==> src/rtl/game_pkg.sv <==
// ============================================================================
// Module      : game_pkg
// Description : Shared definitions for the space-shooter game sequencer:
//               FSM state encoding, default obstacle count, score ceiling and
//               the saturating score adder.
//               Optional build macro SCORE_BCD_EN selects packed-BCD scoring
//               (00..99). Without it the score is plain binary (0..255).
// Revision    : 1.0 - initial release
// ============================================================================
`default_nettype none

package game_pkg;

    // Sequencer state encoding; the RGB selector decodes these values.
    typedef enum logic [2:0] {
        ST_ATTRACT = 3'd0,
        ST_PLAY    = 3'd1,
        ST_CLEAR   = 3'd2,
        ST_WIN     = 3'd3,
        ST_OVER    = 3'd4
    } game_state_e;

    localparam int N_OBS_DEFAULT = 8;

`ifdef SCORE_BCD_EN
    localparam logic [7:0] SCORE_MAX = 8'h99;
`else
    localparam logic [7:0] SCORE_MAX = 8'd255;
`endif

    // Saturating add of a kill count onto the score.
    // In BCD mode the two digits are folded to a binary value, summed and
    // split back into digits. This gives the same result as a per-digit add
    // with carry, and it stays correct when the kill count exceeds 9.
    function automatic logic [7:0] score_add(input logic [7:0] s,
                                             input logic [7:0] n);
        logic [9:0] sum;
`ifdef SCORE_BCD_EN
        logic [9:0] val;
        val = (10'(s[7:4]) * 10'd10) + 10'(s[3:0]);
        sum = val + 10'(n);
        if (sum > 10'd99) begin
            return SCORE_MAX;
        end
        return {4'(sum / 10'd10), 4'(sum % 10'd10)};
`else
        sum = 10'(s) + 10'(n);
        if (sum > 10'd255) begin
            return SCORE_MAX;
        end
        return sum[7:0];
`endif
    endfunction

endpackage

`default_nettype wire

==> src/rtl/game_seq_kill_counter.sv <==
// ============================================================================
// Module      : kill_counter
// Description : Detects obstacle kills (alive 1->0 transitions) and keeps the
//               saturating kill score. Binary scoring by default; packed BCD
//               when SCORE_BCD_EN is defined.
// Ports       : clk, reset      - clock, async active-high reset
//               obs_alive[N]    - obstacle alive flags
//               count_en        - score kills this cycle (sequencer in PLAY)
//               clear           - zero the score (start of a new game)
//               mask            - suppress kills around an obstacle respawn
//               score[8]        - registered score
// Revision    : 1.0 - initial release
// ============================================================================
`default_nettype none

module kill_counter
    import game_pkg::*;
#(
    parameter int N_OBS = N_OBS_DEFAULT
) (
    input  logic             clk,
    input  logic             reset,
    input  logic [N_OBS-1:0] obs_alive,
    input  logic             count_en,
    input  logic             clear,
    input  logic             mask,
    output logic [7:0]       score
);

    logic [N_OBS-1:0] prev_alive_q;
    logic [N_OBS-1:0] prev_alive_d;
    logic [7:0]       score_q;
    logic [7:0]       score_d;
    logic [N_OBS-1:0] kills;
    logic [7:0]       kill_cnt;

    always_comb begin
        prev_alive_d = obs_alive;
        kills        = prev_alive_q & ~obs_alive;

        kill_cnt = 8'd0;
        for (int i = 0; i < N_OBS; i++) begin
            kill_cnt = kill_cnt + 8'(kills[i]);
        end

        score_d = score_q;
        if (clear) begin
            score_d = 8'd0;
        end else if (count_en && !mask) begin
            score_d = score_add(score_q, kill_cnt);
        end
    end

    always_ff @(posedge clk or posedge reset) begin
        if (reset) begin
            prev_alive_q <= '0;
            score_q      <= 8'd0;
        end else begin
            prev_alive_q <= prev_alive_d;
            score_q      <= score_d;
        end
    end

    assign score = score_q;

endmodule

`default_nettype wire

==> src/rtl/game_seq.sv <==
// ============================================================================
// Module      : game_seq
// Description : Top-level game sequencer. Runs the attract / play / clear /
//               win / game-over flow, the wave counter and the per-wave
//               countdown. It requests obstacle respawns and gates ship and
//               bullet motion through play_en.
//               Optional macro SCORE_BCD_EN: the score is two packed BCD
//               digits, handled inside kill_counter.
// Ports       : clk, reset      - clock, async active-high reset
//               frame_tick      - one-cycle pulse per video frame
//               fire            - raw asynchronous fire button
//               obs_alive[N]    - obstacle alive flags
//               state[3]        - current state (game_state_e encoding)
//               play_en         - high only in PLAY
//               respawn         - one-cycle obstacle restore request
//               wave[4]         - current wave, 0-based
//               score[8]        - saturating kill count
//               time_left[11]   - frames remaining in the wave
// Revision    : 1.0 - initial release
// ============================================================================
`default_nettype none

module game_seq
    import game_pkg::*;
#(
    parameter int TIME_LIMIT   = 1800,
    parameter int CLEAR_FRAMES = 120,
    parameter int NUM_WAVES    = 4,
    parameter int N_OBS        = N_OBS_DEFAULT
) (
    input  logic             clk,
    input  logic             reset,
    input  logic             frame_tick,
    input  logic             fire,
    input  logic [N_OBS-1:0] obs_alive,
    output logic [2:0]       state,
    output logic             play_en,
    output logic             respawn,
    output logic [3:0]       wave,
    output logic [7:0]       score,
    output logic [10:0]      time_left
);

    localparam int          CLR_W     = (CLEAR_FRAMES > 1) ? $clog2(CLEAR_FRAMES) : 1;
    localparam logic [CLR_W-1:0] CLR_LAST  = CLR_W'(CLEAR_FRAMES - 1);
    localparam logic [3:0]  LAST_WAVE = 4'(NUM_WAVES - 1);
    localparam logic [10:0] TIME_INIT = 11'(TIME_LIMIT);

    // Fire button synchronizer and edge detector
    logic fire_meta_q, fire_sync_q, fire_prev_q;
    logic fire_rise;

    // Sequencer registers
    game_state_e      state_q, state_d;
    logic             play_en_q, play_en_d;
    logic             respawn_q, respawn_d;
    logic             respawn_dly_q;
    logic [3:0]       wave_q, wave_d;
    logic [10:0]      time_left_q, time_left_d;
    logic [CLR_W-1:0] clr_cnt_q, clr_cnt_d;

    logic score_clear;
    logic count_en;
    logic mask;
    logic all_dead;

    assign fire_rise = fire_sync_q & ~fire_prev_q;

    // The obstacle bank restores its flags during the respawn cycle, so the
    // alive vector is not trustworthy until two cycles after the pulse.
    assign mask     = respawn_q | respawn_dly_q;
    assign count_en = (state_q == ST_PLAY);
    assign all_dead = (obs_alive == '0);

    always_comb begin
        state_d     = state_q;
        wave_d      = wave_q;
        time_left_d = time_left_q;
        clr_cnt_d   = clr_cnt_q;
        respawn_d   = 1'b0;
        score_clear = 1'b0;

        case (state_q)
            ST_ATTRACT: begin
                if (fire_rise) begin
                    state_d     = ST_PLAY;
                    respawn_d   = 1'b1;
                    score_clear = 1'b1;
                    wave_d      = 4'd0;
                    time_left_d = TIME_INIT;
                end
            end

            ST_PLAY: begin
                // Clearing the field outranks a timeout in the same cycle.
                if (all_dead && !mask) begin
                    state_d   = ST_CLEAR;
                    clr_cnt_d = '0;
                end else if (frame_tick) begin
                    if (time_left_q <= 11'd1) begin
                        state_d     = ST_OVER;
                        time_left_d = 11'd0;
                    end else begin
                        time_left_d = time_left_q - 11'd1;
                    end
                end
            end

            ST_CLEAR: begin
                if (frame_tick) begin
                    if (clr_cnt_q == CLR_LAST) begin
                        if (wave_q == LAST_WAVE) begin
                            state_d = ST_WIN;
                        end else begin
                            state_d     = ST_PLAY;
                            wave_d      = wave_q + 4'd1;
                            time_left_d = TIME_INIT;
                            respawn_d   = 1'b1;
                        end
                    end else begin
                        clr_cnt_d = clr_cnt_q + 1'b1;
                    end
                end
            end

            ST_WIN, ST_OVER: begin
                if (fire_rise) begin
                    state_d = ST_ATTRACT;
                end
            end

            default: begin
                state_d = ST_ATTRACT;
            end
        endcase

        play_en_d = (state_d == ST_PLAY);
    end

    always_ff @(posedge clk or posedge reset) begin
        if (reset) begin
            fire_meta_q   <= 1'b0;
            fire_sync_q   <= 1'b0;
            fire_prev_q   <= 1'b0;
            state_q       <= ST_ATTRACT;
            play_en_q     <= 1'b0;
            respawn_q     <= 1'b0;
            respawn_dly_q <= 1'b0;
            wave_q        <= 4'd0;
            time_left_q   <= TIME_INIT;
            clr_cnt_q     <= '0;
        end else begin
            fire_meta_q   <= fire;
            fire_sync_q   <= fire_meta_q;
            fire_prev_q   <= fire_sync_q;
            state_q       <= state_d;
            play_en_q     <= play_en_d;
            respawn_q     <= respawn_d;
            respawn_dly_q <= respawn_q;
            wave_q        <= wave_d;
            time_left_q   <= time_left_d;
            clr_cnt_q     <= clr_cnt_d;
        end
    end

    kill_counter #(
        .N_OBS (N_OBS)
    ) u_kill_counter (
        .clk       (clk),
        .reset     (reset),
        .obs_alive (obs_alive),
        .count_en  (count_en),
        .clear     (score_clear),
        .mask      (mask),
        .score     (score)
    );

    assign state     = state_q;
    assign play_en   = play_en_q;
    assign respawn   = respawn_q;
    assign wave      = wave_q;
    assign time_left = time_left_q;

endmodule

`default_nettype wire

==> config.mk <==
export PLATFORM = sky130hd
export DESIGN_NAME = game_seq
export DESIGN_NICKNAME = d
export VERILOG_FILES = /design/src/rtl/game_pkg.sv /design/src/rtl/game_seq_kill_counter.sv /design/src/rtl/game_seq.sv
export SDC_FILE = /design/constraint.sdc
export NUM_CORES = 1
export LEC_CHECK = 0
export CAP_MARGIN = 20
export CORE_MARGIN = 1.5
export CORE_UTILIZATION = 60
export CTS_BUF_LIST = sky130_fd_sc_hd__clkbuf_4 sky130_fd_sc_hd__clkbuf_8
export CTS_CLUSTER_SIZE = 14
export DETAILED_ROUTE_END_ITERATION = 16
export HOLD_SLACK_MARGIN = 0.15
export PLACE_DENSITY = 0.87
export SETUP_SLACK_MARGIN = 0.05
export SLEW_MARGIN = 40
export SYNTH_ARGS = -nofsm -noshare
export SYNTH_HDL_FRONTEND = slang
export SYNTH_HIERARCHICAL = 1
export SYNTH_SLANG_ARGS = --single-unit
==> constraint.sdc <==
create_clock -name clk -period 10.2 [get_ports clk]
set_input_delay 2.04 -clock clk [delete_from_list [all_inputs] [get_ports clk]]
set_output_delay 2.04 -clock clk [all_outputs]
set_load 0.005 [all_outputs]
-- Yosys cells after proc, flatten, opt, wreduce, memory -nomap -nowiden
Cells that the tools add are included.
- flip-flop bits (word level): 47
- output and inout port bits: 28
- add/subtract/negate cells: 11
- order comparisons: 2
- equality and inequality tests: 15
- muxes and demuxes: 39
- bitwise operators: 5
- reductions and logical operators: 13
- operators by type and width (kind ; count):
    11-bit 2-to-1 mux ; 7
    8-bit by 1-bit adder with 8-bit output ; 6
    11-bit case mux with 3 select lines ; 1
    8-bit 2-to-1 mux ; 4
    3-bit 2-to-1 mux ; 7
    7-bit 2-to-1 mux ; 3
    4-bit 2-to-1 mux ; 4
    2-bit != test (second input constant) ; 8
    7-bit case mux with 2 select lines ; 1
    3-bit case mux with 4 select lines ; 1
    11-bit by 1-bit <= comparator with 1-bit output (second input constant) ; 1
    11-bit by 1-bit subtractor with 11-bit output (second input constant) ; 1
    10-bit by 8-bit > comparator with 1-bit output (second input constant) ; 1
    8-bit by 8-bit adder with 9-bit output ; 1
    8-bit AND ; 1
    8-bit zero test ; 1
    1-bit 2-to-1 mux ; 8
    8-bit NOT ; 1
    4-bit case mux with 2 select lines ; 1
    7-bit by 1-bit adder with 7-bit output (second input constant) ; 1
    7-bit equality test (second input constant) ; 1
    7-bit AND reduction ; 1
    3-bit by 1-bit equality test with 1-bit output (second input constant) ; 2
    3-bit by 2-bit equality test with 1-bit output (second input constant) ; 2
    17 further kinds ; 20

-- Longest topological paths before layout
Gate-level depths: netlist of the first run.
- depth after elaboration: 17
- mapped depth: 12
- gate-level depth less buffers: 12

-- Hierarchy
The synthesis of the first run kept the hierarchy.
- by module, submodules not included (module ; instances ; cells each ; area each (sq um)):
    game_seq ; 1 ; 179 ; 1727.9
    kill_counter ; 1 ; 80 ; 924.6

-- Worst setup path before layout of the first run
Ideal clock, no wire load.
- path kind: input to register
- start: input obs_alive[0]
- end: register u_kill_counter.score_q[7] (netlist: u_kill_counter/score[7])
- library setup time: 137 ps
- data arrival time: 5061 ps
- path slack: 5003 ps
- stages: 12
- cells stage by stage: nor2b_1 -> fa_1 -> inv_1 -> fa_1 -> inv_1 -> fa_1 -> fa_1 -> fa_1 -> nand3_2 -> nand2_2 -> nor4_1 -> nor3_1
- longest elaborated chain between the ends: 17
- RTL lines (what ; RTL line ; source):
    from (decl) ; game_seq.sv:35 ; input logic [N_OBS-1:0] obs_alive,
    8-bit NOT * ; game_seq_kill_counter.sv:39 ; kills = prev_alive_q & ~obs_alive;
    8-bit AND * ; game_seq_kill_counter.sv:39 ;
    1-bit by 1-bit adder with 2-bit output * ; game_seq_kill_counter.sv:43 ; kill_cnt = kill_cnt + 8'(kills[i]);
    8-bit by 1-bit adder with 8-bit output * (6 in a row) ; game_seq_kill_counter.sv:43 ;
    8-bit by 8-bit adder with 9-bit output * ; game_pkg.sv:47 ; sum = 10'(s) + 10'(n);
    10-bit by 8-bit > comparator with 1-bit output ; game_pkg.sv:48 ; if (sum > 10'd255) begin
    1-bit 2-to-1 mux ; game_pkg.sv:48 ;
    1-bit 2-to-1 mux ; game_seq_kill_counter.sv:49 ; end else if (count_en && !mask) begin
    1-bit 2-to-1 mux ; game_seq_kill_counter.sv:47 ; if (clear) begin
    8-bit 2-to-1 mux * ; game_pkg.sv:51 ; return sum[7:0];
    8-bit 2-to-1 mux * ; game_seq_kill_counter.sv:49 ;
    8-bit 2-to-1 mux * ; game_seq_kill_counter.sv:47 ;
    to (signal assigned) ; game_seq_kill_counter.sv:60 ; score_q <= score_d;
    to (decl) ; game_seq_kill_counter.sv:32 ; logic [7:0] score_q;
Mark *: on every way between the ends. The rest lies on a longest branch, timed or not. The select of a mux whose other input is x is not followed.
A chain may end at the register's enable or synchronous reset.

-- Worst setup path in the final report of the first run
Ends and elaborated chain as after synthesis.

==> results.toml, run 1 <==
[clocking]
clk_latency_ns = 0.31
cts-buffers-inserted = 5
cts_tree = "built"
htreeDepth = 2
cts_root_buf = "clkbuf_8"
cts_setup_buffers = 0
cts_hold_buf = 0
cts-resized-gates = 0
clk_pin_slew_ns = 0.09
clock-sinks = 47
clk_path_buf_depth = 2

[timing]
rsz0062_at_grt = "no"
timing.final.crit_period_ns = 5.665
hold_slack_ns = 0.3596
fmaxAchievable_ghz = 0.1765
worst_slew_pin_slew_ns = 0.7062
hold_violations = 0
slew_violations = 0
setup_viol = 0
fin_tns_setup_ns = 0
post-route-period-util_pct = 55.54
relSlewSlack_pct = 52.49
clock_skew_ns = 0.005891

[yosys]
synth_area_um2 = 2653
synthXorXnorAreaFrac_pct = 2.311
synth_compound_area_share_pct = 20.14
syn_nets = 286
synth-simple-area-share_pct = 20.47
yosys_warnings = 6
syn_area_per_cell_um2 = 10.24
netlist_instances = 259
synth_flop_cell = "dfrtp_1"
synth_top_family_by_area = "simple AND/OR/NAND/NOR gates"
synth_seq_cells = 47
synth_edf_count = 0
yosysSeqAreaShare_pct = 44.53
synthAdderAreaFrac_pct = 8.491
async_flop_share_pct = 100.0
ys_types = 62
synth_mux_area_share_pct = 0.3774

[placed_design]
place_congestion = 0.8294
dp_hpwl_um = 4007
numPortBuffers = 39
postPlaceCellArea_um2 = 3079

[grt]
globalRouteTotalUtil_pct = 26.47
overflow = 0
grt_pass1_wl_um = 10120
grt_start_max_net_pins = 32
antenna_found_initial = 0
grt_pass1_vias = 2117

[floorplanning]
num_rows = 23
die_h_um = 69.49
start_util_pct = 64.46
core-area_um2 = 4115
ios = 40
die-area_um2 = 4829
die_w_um = 69.49

[critical_path]
rr_startpoint = "u_kill_counter/prev_alive_q[0]$_DFF_PP0_"
worstSetupEndpointType = "register"
cp_data_arrival_time_ns = 5.83
critPathRequiredTime_ns = 10.36
rrSetupSlack_ns = 6.35
path_cells = "clkdlybuf4s50_1 -> nor2b_1 -> fa_1 -> inv_1 -> fa_1 -> inv_1 -> fa_1 -> fa_1 -> fa_1 -> nand3_2 -> nand2_2 -> nor4_1 -> nor3_1"
cpMostUsedCell = "fa_1"
path_max_fanout = 5
critPathLaunchType = "input pin"
cpMaxStageDelayCell = "fa_1"
max_stage_delay_ns = 0.55
critPathLaunch = "obs_alive[0]"
path_class = "input pin to register"

[layout]
fillers = 283
final_nets = 324
drive_gt1_share_pct = 11.41
fin_area_um2 = 3216
layout_common_cells = "43 x dfrtp_1, 39 x clkdlybuf4s50_1, 29 x nor2_1"
area_delta_synth_final_pct = 21.23
final_common_cell = "dfrtp_1"
final_core_utilization_pct = 78.14
antennaDiodeCount = 0

[drt]
ant_nets = 0
drt-vias-per-instance = 6.049
drtIter0Drc = 90
first_pass_iters = 4
drc = 0
wirelength_um = 5809
routed-via-count = 2105
wl_per_cell_um = 16.69

[power]
power_leakage_nw = 1.331
p_per_area_nw_per_um2 = 282.1
vdd_ir_drop_max_uv = 175.4

[min_path]
hold_class = "register to register"
hp-start = "fire_meta_q$_DFF_PP0_"

[job]
maxCapViolCount = 0

[outcome]
status = "finished clean"
==> final timing paths <==
path,endpoint,cells after the start
max in group asynchronous,u_kill_counter/prev_alive_q[0]$_DFF_PP0_,2
min in group asynchronous,time_left[4]$_DFFE_PP0P_,3
max,u_kill_counter/score[7]$_DFFE_PP0P_,13
max reg2reg,u_kill_counter/score[7]$_DFFE_PP0P_,12
min reg2reg,fire_sync_q$_DFF_PP0_,0
min,fire_sync_q$_DFF_PP0_,0
==> report_power, final <==
group	leakage (nW)	switching, mW	total (mW)	internal [mW]
Sequential	0.580	0.0707	0.316	0.245
Combinational	0.686	0.209	0.429	0.220
Clock	0.0644	0.0647	0.162	0.0977
==> critical path: cells and delay by family <==
kind / cells / cell delay [ns]
simple gates: 5 / 0.63
buf+inv: 3 / 0.66
fa+ha+maj: 5 / 2.50
==> cells in the mapped netlist, types with 2 or more instances <==
| library cell | number | area (µm²) |
|---|---|---|
| a21oi_1 | 7 | 35.03 |
| nand4_1 | 4 | 25.02 |
| o21ai_0 | 20 | 100.1 |
| inv_1 | 10 | 37.54 |
| nand3b_1 | 2 | 15.01 |
| a211oi_1 | 5 | 37.54 |
| o2bb2ai_1 | 2 | 17.52 |
| nor2b_1 | 9 | 56.30 |
| inv_2 | 3 | 11.26 |
| nand3_1 | 5 | 25.02 |
| fa_1 | 5 | 100.1 |
| nor3b_1 | 4 | 30.03 |
| and4_1 | 2 | 17.52 |
| nand2b_1 | 7 | 43.79 |
| xnor2_1 | 3 | 26.28 |
| xor2_1 | 4 | 35.03 |
| buf_2 | 6 | 30.03 |
| o21a_1 | 2 | 15.01 |
| nand2_1 | 14 | 52.55 |
| ha_1 | 10 | 125.1 |
| a311oi_2 | 3 | 45.04 |
| a31oi_1 | 3 | 18.77 |
| nor3_1 | 7 | 35.03 |
| o21bai_1 | 2 | 15.01 |
| or2_2 | 2 | 12.51 |
| nor4_1 | 5 | 31.28 |
| o31ai_1 | 3 | 22.52 |
| dfrtp_1 | 43 | 1076 |
| dfstp_2 | 4 | 105.1 |
| nor2_1 | 29 | 108.9 |
| a21oi_2 | 2 | 17.52 |
| clkbuf_1 | 2 | 7.510 |
==> routing by layer <==
| layer | vias up | part of all wire, % | global-route usage, % |
|---|---|---|---|
| met1 | 1031 | 46 | 35.89 |
| met3 | 13 | 3.0 | 4.506 |
| met5 | - | 0 | 0 |
| met4 | 0 | 2.2 | 9.586 |
| li1 | 1016 | - | - |
| met2 | 45 | 49 | 42.95 |
==> per-stage QoR <==
| stage | power [mW] | cells | worst slack [ns] |
|---|---|---|---|
| CTS | 0.9078 | 348 | 4.534 |
| floorplan | 0.5825 | 259 | 5.003 |
| detailed placement | 0.7383 | 340 | 4.285 |
| global route | 0.9711 | 348 | 4.391 |
| finish | 0.9070 | 348 | 4.535 |
| global placement | 0.7174 | 340 | 4.348 |
==> area by class of cell <==
| class | count | area [µm²] | area share [%] |
|---|---|---|---|
| clock buffer | 5 | 68.82 | 2.140 |
| clock inverter | 3 | 67.56 | 2.101 |
| inverter | 13 | 48.80 | 1.518 |
| multi-input combinational | 190 | 1389 | 43.19 |
| sequential | 47 | 1181 | 36.73 |
| tap | 50 | 62.56 | 1.946 |
| timing repair buffer | 40 | 397.9 | 12.37 |
==> cells by family after synthesis <==
family,count (synthesis)
mux,1
buf+inv,22
simple gates,100
xor+xnor,7
flops,47
fa+ha+maj,15
compound gates,67
==> state kept, by name (all words and copies together), names as in the netlist <==
name,flops
play_en,1
respawn,1
clr_cnt_q,7
fire_prev_q,1
u_kill_counter/prev_alive_q,8
u_kill_counter/score,8
fire_sync_q,1
respawn_dly_q,1
time_left,11
state,3
fire_meta_q,1
wave,4
Note: power is estimated with default switching activity, not from simulation.
==> inputs of run 2 (changes only) <==
--- a/config.mk
+++ b/config.mk
@@ -7,12 +7,12 @@
 export LEC_CHECK = 0
 export CAP_MARGIN = 20
 export CORE_MARGIN = 1.5
-export CORE_UTILIZATION = 60
+export CORE_UTILIZATION = 56
 export CTS_BUF_LIST = sky130_fd_sc_hd__clkbuf_4 sky130_fd_sc_hd__clkbuf_8
 export CTS_CLUSTER_SIZE = 14
 export DETAILED_ROUTE_END_ITERATION = 16
 export HOLD_SLACK_MARGIN = 0.15
-export PLACE_DENSITY = 0.87
+export PLACE_DENSITY = 0.82
 export SETUP_SLACK_MARGIN = 0.05
 export SLEW_MARGIN = 40
 export SYNTH_ARGS = -nofsm -noshare
==> constraint.sdc (replaced) <==
create_clock -name clk -period 5.7 [get_ports clk]
set_input_delay 1.14 -clock clk [delete_from_list [all_inputs] [get_ports clk]]
set_output_delay 1.14 -clock clk [all_outputs]
set_load 0.005 [all_outputs]
==> run 2 against run 1 <==
Sequential share of layout area increased by 0.14 points. Clock-buffer cell count increased by 1. Largest power group unchanged. Wire length decreased by 6.5%. Clock power increased by 60%. The flow now finishes with violations (DRC). Die area increased by 6.8%. Sequential cell count unchanged. Setup slack got worse by 3.6 ns. Sequential power increased by 76%. Via count decreased by 1.4%. Global-route usage decreased by 3.5 points. First-iteration DRC count increased by 61%. Highest routed layer unchanged.
==> results.toml, run 2 (synthesis gave the netlist of run 1 again) <==
[timing]
slew_violations = 0
rsz0062_at_grt = "no"
fin_tns_setup_ns = 0
clock_skew_ns = 0.007557
post-route-period-util_pct = 82.86
setup_viol = 0
hold_violations = 0
fmaxAchievable_ghz = 0.2117
relSlewSlack_pct = 54.24
hold_slack_ns = 0.3605
worst_slew_pin_slew_ns = 0.6812
timing.final.crit_period_ns = 4.723

[floorplanning]
core-area_um2 = 4444
die_w_um = 71.83
start_util_pct = 59.68
num_rows = 24
ios = 40
die_h_um = 71.83
die-area_um2 = 5159

[placed_design]
numPortBuffers = 39
place_congestion = 0.8318
postPlaceCellArea_um2 = 3082
dp_hpwl_um = 4005

[critical_path]
rr_startpoint = "u_kill_counter/prev_alive_q[0]$_DFF_PP0_"
path_class = "input pin to register"
critPathRequiredTime_ns = 5.86
critPathLaunchType = "input pin"
worstSetupEndpointType = "register"
path_max_fanout = 5
critPathLaunch = "obs_alive[0]"
cp_data_arrival_time_ns = 4.88

[clocking]
cts_tree = "built"
cts_hold_buf = 0
clk_pin_slew_ns = 0.09
clk_path_buf_depth = 2
cts_root_buf = "clkbuf_8"
clock-sinks = 47
clk_latency_ns = 0.30
cts-resized-gates = 0
cts_setup_buffers = 0
cts-buffers-inserted = 5
htreeDepth = 2

[grt]
use_met3_pct = 4.641
grt_start_max_net_pins = 32
grtUsageMet1_pct = 32.04
top_usage_layer = "met2"
grt_pass1_vias = 1992
overflow = 0
grt_pass1_wl_um = 9301
globalRouteTotalUtil_pct = 23.01
gr-usage-met2_pct = 36.73
antenna_found_initial = 0

[power]
p_per_area_nw_per_um2 = 493.3
vdd_ir_drop_max_uv = 232.1
finalPower_mw = 1.580
power_leakage_nw = 1.328

[layout]
antennaDiodeCount = 0
final_common_cell = "dfrtp_1"
drive_gt1_share_pct = 11.41
area_delta_synth_final_pct = 20.75
fillers = 330
largest_register_ffs = 11
layout_common_cells = "43 x dfrtp_1, 39 x clkdlybuf4s50_1, 29 x nor2_1"
final_nets = 324
fin_area_um2 = 3203

[drt]
drt-vias-per-instance = 5.931
routed-via-count = 2076
drc = 4
wl_per_cell_um = 15.51
ant_nets = 0
wirelength_um = 5429
first_pass_iters = 10
drtIter0Drc = 145

[outcome]
violations = "DRC"
status = "finished, violations left"

[min_path]
hold_class = "register to register"
hp-start = "fire_meta_q$_DFF_PP0_"

[job]
maxCapViolCount = 0
[run 2: final timing paths]
check	end	slack [ns]	depth (start not counted)
hold / removal	fire_sync_q$_DFF_PP0_	0.36	0
setup reg to reg	u_kill_counter/score[7]$_DFFE_PP0P_	1.87	12
max in group asynchronous	u_kill_counter/score[5]$_DFFE_PP0P_	4.02	2
hold reg to reg	fire_sync_q$_DFF_PP0_	0.36	0
setup / recovery	u_kill_counter/score[7]$_DFFE_PP0P_	0.98	13
min in group asynchronous	time_left[2]$_DFFE_PP0P_	1.26	3
[run 2: metal layers]
| layer | vias to the layer above | share of wire [%] |
|---|---|---|
| met4 | 0 | 1.3 |
| met1 | 1007 | 47 |
| li1 | 1021 | - |
| met2 | 40 | 48 |
| met3 | 8 | 3.9 |
| met5 | - | 0 |
[run 2: cell type report]
cell class | instances | area [µm²] | area share [%]
Clock buffer | 6 | 82.58 | 2.578
Multi-Input combinational cell | 190 | 1389 | 43.36
Timing Repair Buffer | 40 | 397.9 | 12.42
Inverter | 13 | 48.80 | 1.523
Clock inverter | 2 | 38.79 | 1.211
Tap cell | 52 | 65.06 | 2.031
Sequential cell | 47 | 1181 | 36.87
[run 2: power breakdown]
| part | switching, mW | internal, mW | leakage [nW] |
|---|---|---|---|
| Clock | 0.114 | 0.144 | 0.0618 |
| Sequential | 0.118 | 0.439 | 0.580 |
| Combinational | 0.369 | 0.396 | 0.686 |
[run 2: worst max-delay path, stage by stage]
cell             delay (ns)
clkdlybuf4s50_1        0.49
nor2b_1                0.07
fa_1                   0.50
inv_1                  0.05
fa_1                   0.53
inv_1                  0.06
fa_1                   0.53
fa_1                   0.49
fa_1                   0.44
nand3_2                0.12
nand2_2                0.09
nor4_1                 0.27
nor3_1                 0.08
[run 2: metrics by stage]
step | std cells | util (%) | worst slack, ns
2_1_floorplan | 259 | - | 1.403
3_3_place_gp | 342 | 69.14 | 0.7424
3_5_place_dp | 342 | 69.34 | 0.6580
4_1_cts | 350 | 72.07 | 0.9909
5_1_grt | 350 | 72.07 | 0.8180
6_report | 350 | 72.07 | 0.9770
==> variant (flow settings as in run 2) <==
Remove the register `play_en_q`: a continuous assignment takes its place, so the output `play_en` follows one clock earlier.
--- a/src/rtl/game_seq.sv
+++ b/src/rtl/game_seq.sv
@@ -143,7 +143,6 @@
             fire_sync_q   <= 1'b0;
             fire_prev_q   <= 1'b0;
             state_q       <= ST_ATTRACT;
-            play_en_q     <= 1'b0;
             respawn_q     <= 1'b0;
             respawn_dly_q <= 1'b0;
             wave_q        <= 4'd0;
@@ -154,7 +153,6 @@
             fire_sync_q   <= fire_meta_q;
             fire_prev_q   <= fire_sync_q;
             state_q       <= state_d;
-            play_en_q     <= play_en_d;
             respawn_q     <= respawn_d;
             respawn_dly_q <= respawn_q;
             wave_q        <= wave_d;
@@ -162,6 +160,8 @@
             clr_cnt_q     <= clr_cnt_d;
         end
     end
+
+    assign play_en_q = play_en_d;
 
     kill_counter #(
         .N_OBS (N_OBS)
Check against the original RTL: not equivalent (a bounded check fails within 4 cycles, from zero or initial values and one cycle with reset high).
==> variant against run 2 <==
Total power down 7.3%; combinational power down 4.2%; global-route usage down 0.37 points; wire length down 3.2%; cell area down 3.5%; area after synthesis down 2.5%; die area down 2.4%; worst hold slack better by 0.013 ns; highest routed layer unchanged; critical path type unchanged; critical path depth unchanged; largest power group unchanged; sequential cell count down 1; worst setup slack better by 0.062 ns; register-to-register slack better by 0.08 ns.
==> variant: results (changes against run 2) <==
vias in the first global route=2010 (+0.90%); largest net degree at the start of global routing=31 (-3.1%); Worst-Margin Slew=0.6997 ns (+0.01846 ns); worst clock skew=0.007432 ns (-0.0001255 ns); DR iter-0 viols=94 (-35%); switching power=570.6 uW (-5.1%); leading post-synthesis cells by cell area=dfrtp_1, ha_1, nor2_1; Pleak=1.300 nW (-2.1%); Cells after Synth=257 (-0.77%); Final min period=4.661 ns (-0.06241 ns); core region area=0.004384 mm^2 (-1.4%); Buffers, non-clock=39 (-2.5%); Post-Route WL=5.255 mm (-3.2%); Multi-In Gates=192 (+1.1%); Crit path arrival time=4.81 ns (-0.07 ns); post-DR vias/cell=5.847 (-1.4%); # clk buffers=7 (+1); Placement Setup Slack=0.7099 ns (+0.05195 ns); peak supply drop=250.0 uV (+7.7%); synthesized flop and latch total=46 (-2.1%); outcome=finished clean; post-route cell area=0.003092 mm^2 (-3.5%); share of cells above drive strength 1=10.17% (-1.2 points); Placer Congestion=0.8033 (-3.4%); Post-DP Area=0.002997 mm^2 (-2.8%); Final #Nets=321 (-0.93%); total power=1.465 mW (-7.3%); Fill cells=353 (+7.0%); register area share after synthesis=44.70% (+0.17 points); first-pass GRT wire length=9.121 mm (-1.9%)
[variant: cell types whose count changed after synthesis, moves of 2 or more]
cell and delta:
nor4_1 -3, buf_2 -3, nand2_1 +3, nor2_1 +4, a211oi_1 -2, a21oi_1 -2, or3_1 +3, nor3_1 +2
buf_4 +2, inv_2 -2, or4_1 +3, nand2b_1 -3
[variant: routing by layer]
layer | wire length (um) | track usage [%] | vias up
met1 | 2446 | 30.78 | 978
met3 | 192 | 3.704 | 9
met2 | 2534 | 37.18 | 44
li1 | - | - | 998
met5 | 0 | 0 | -
met4 | 81 | 7.757 | 0
[variant: logic make-up after synthesis]
family	Yosys count	share of synthesized area [%]
fa+ha+maj	15	8.708
buf+inv	19	3.773
xor+xnor	7	2.371
compound gates	60	17.51
simple gates	110	22.93
flops	46	44.70
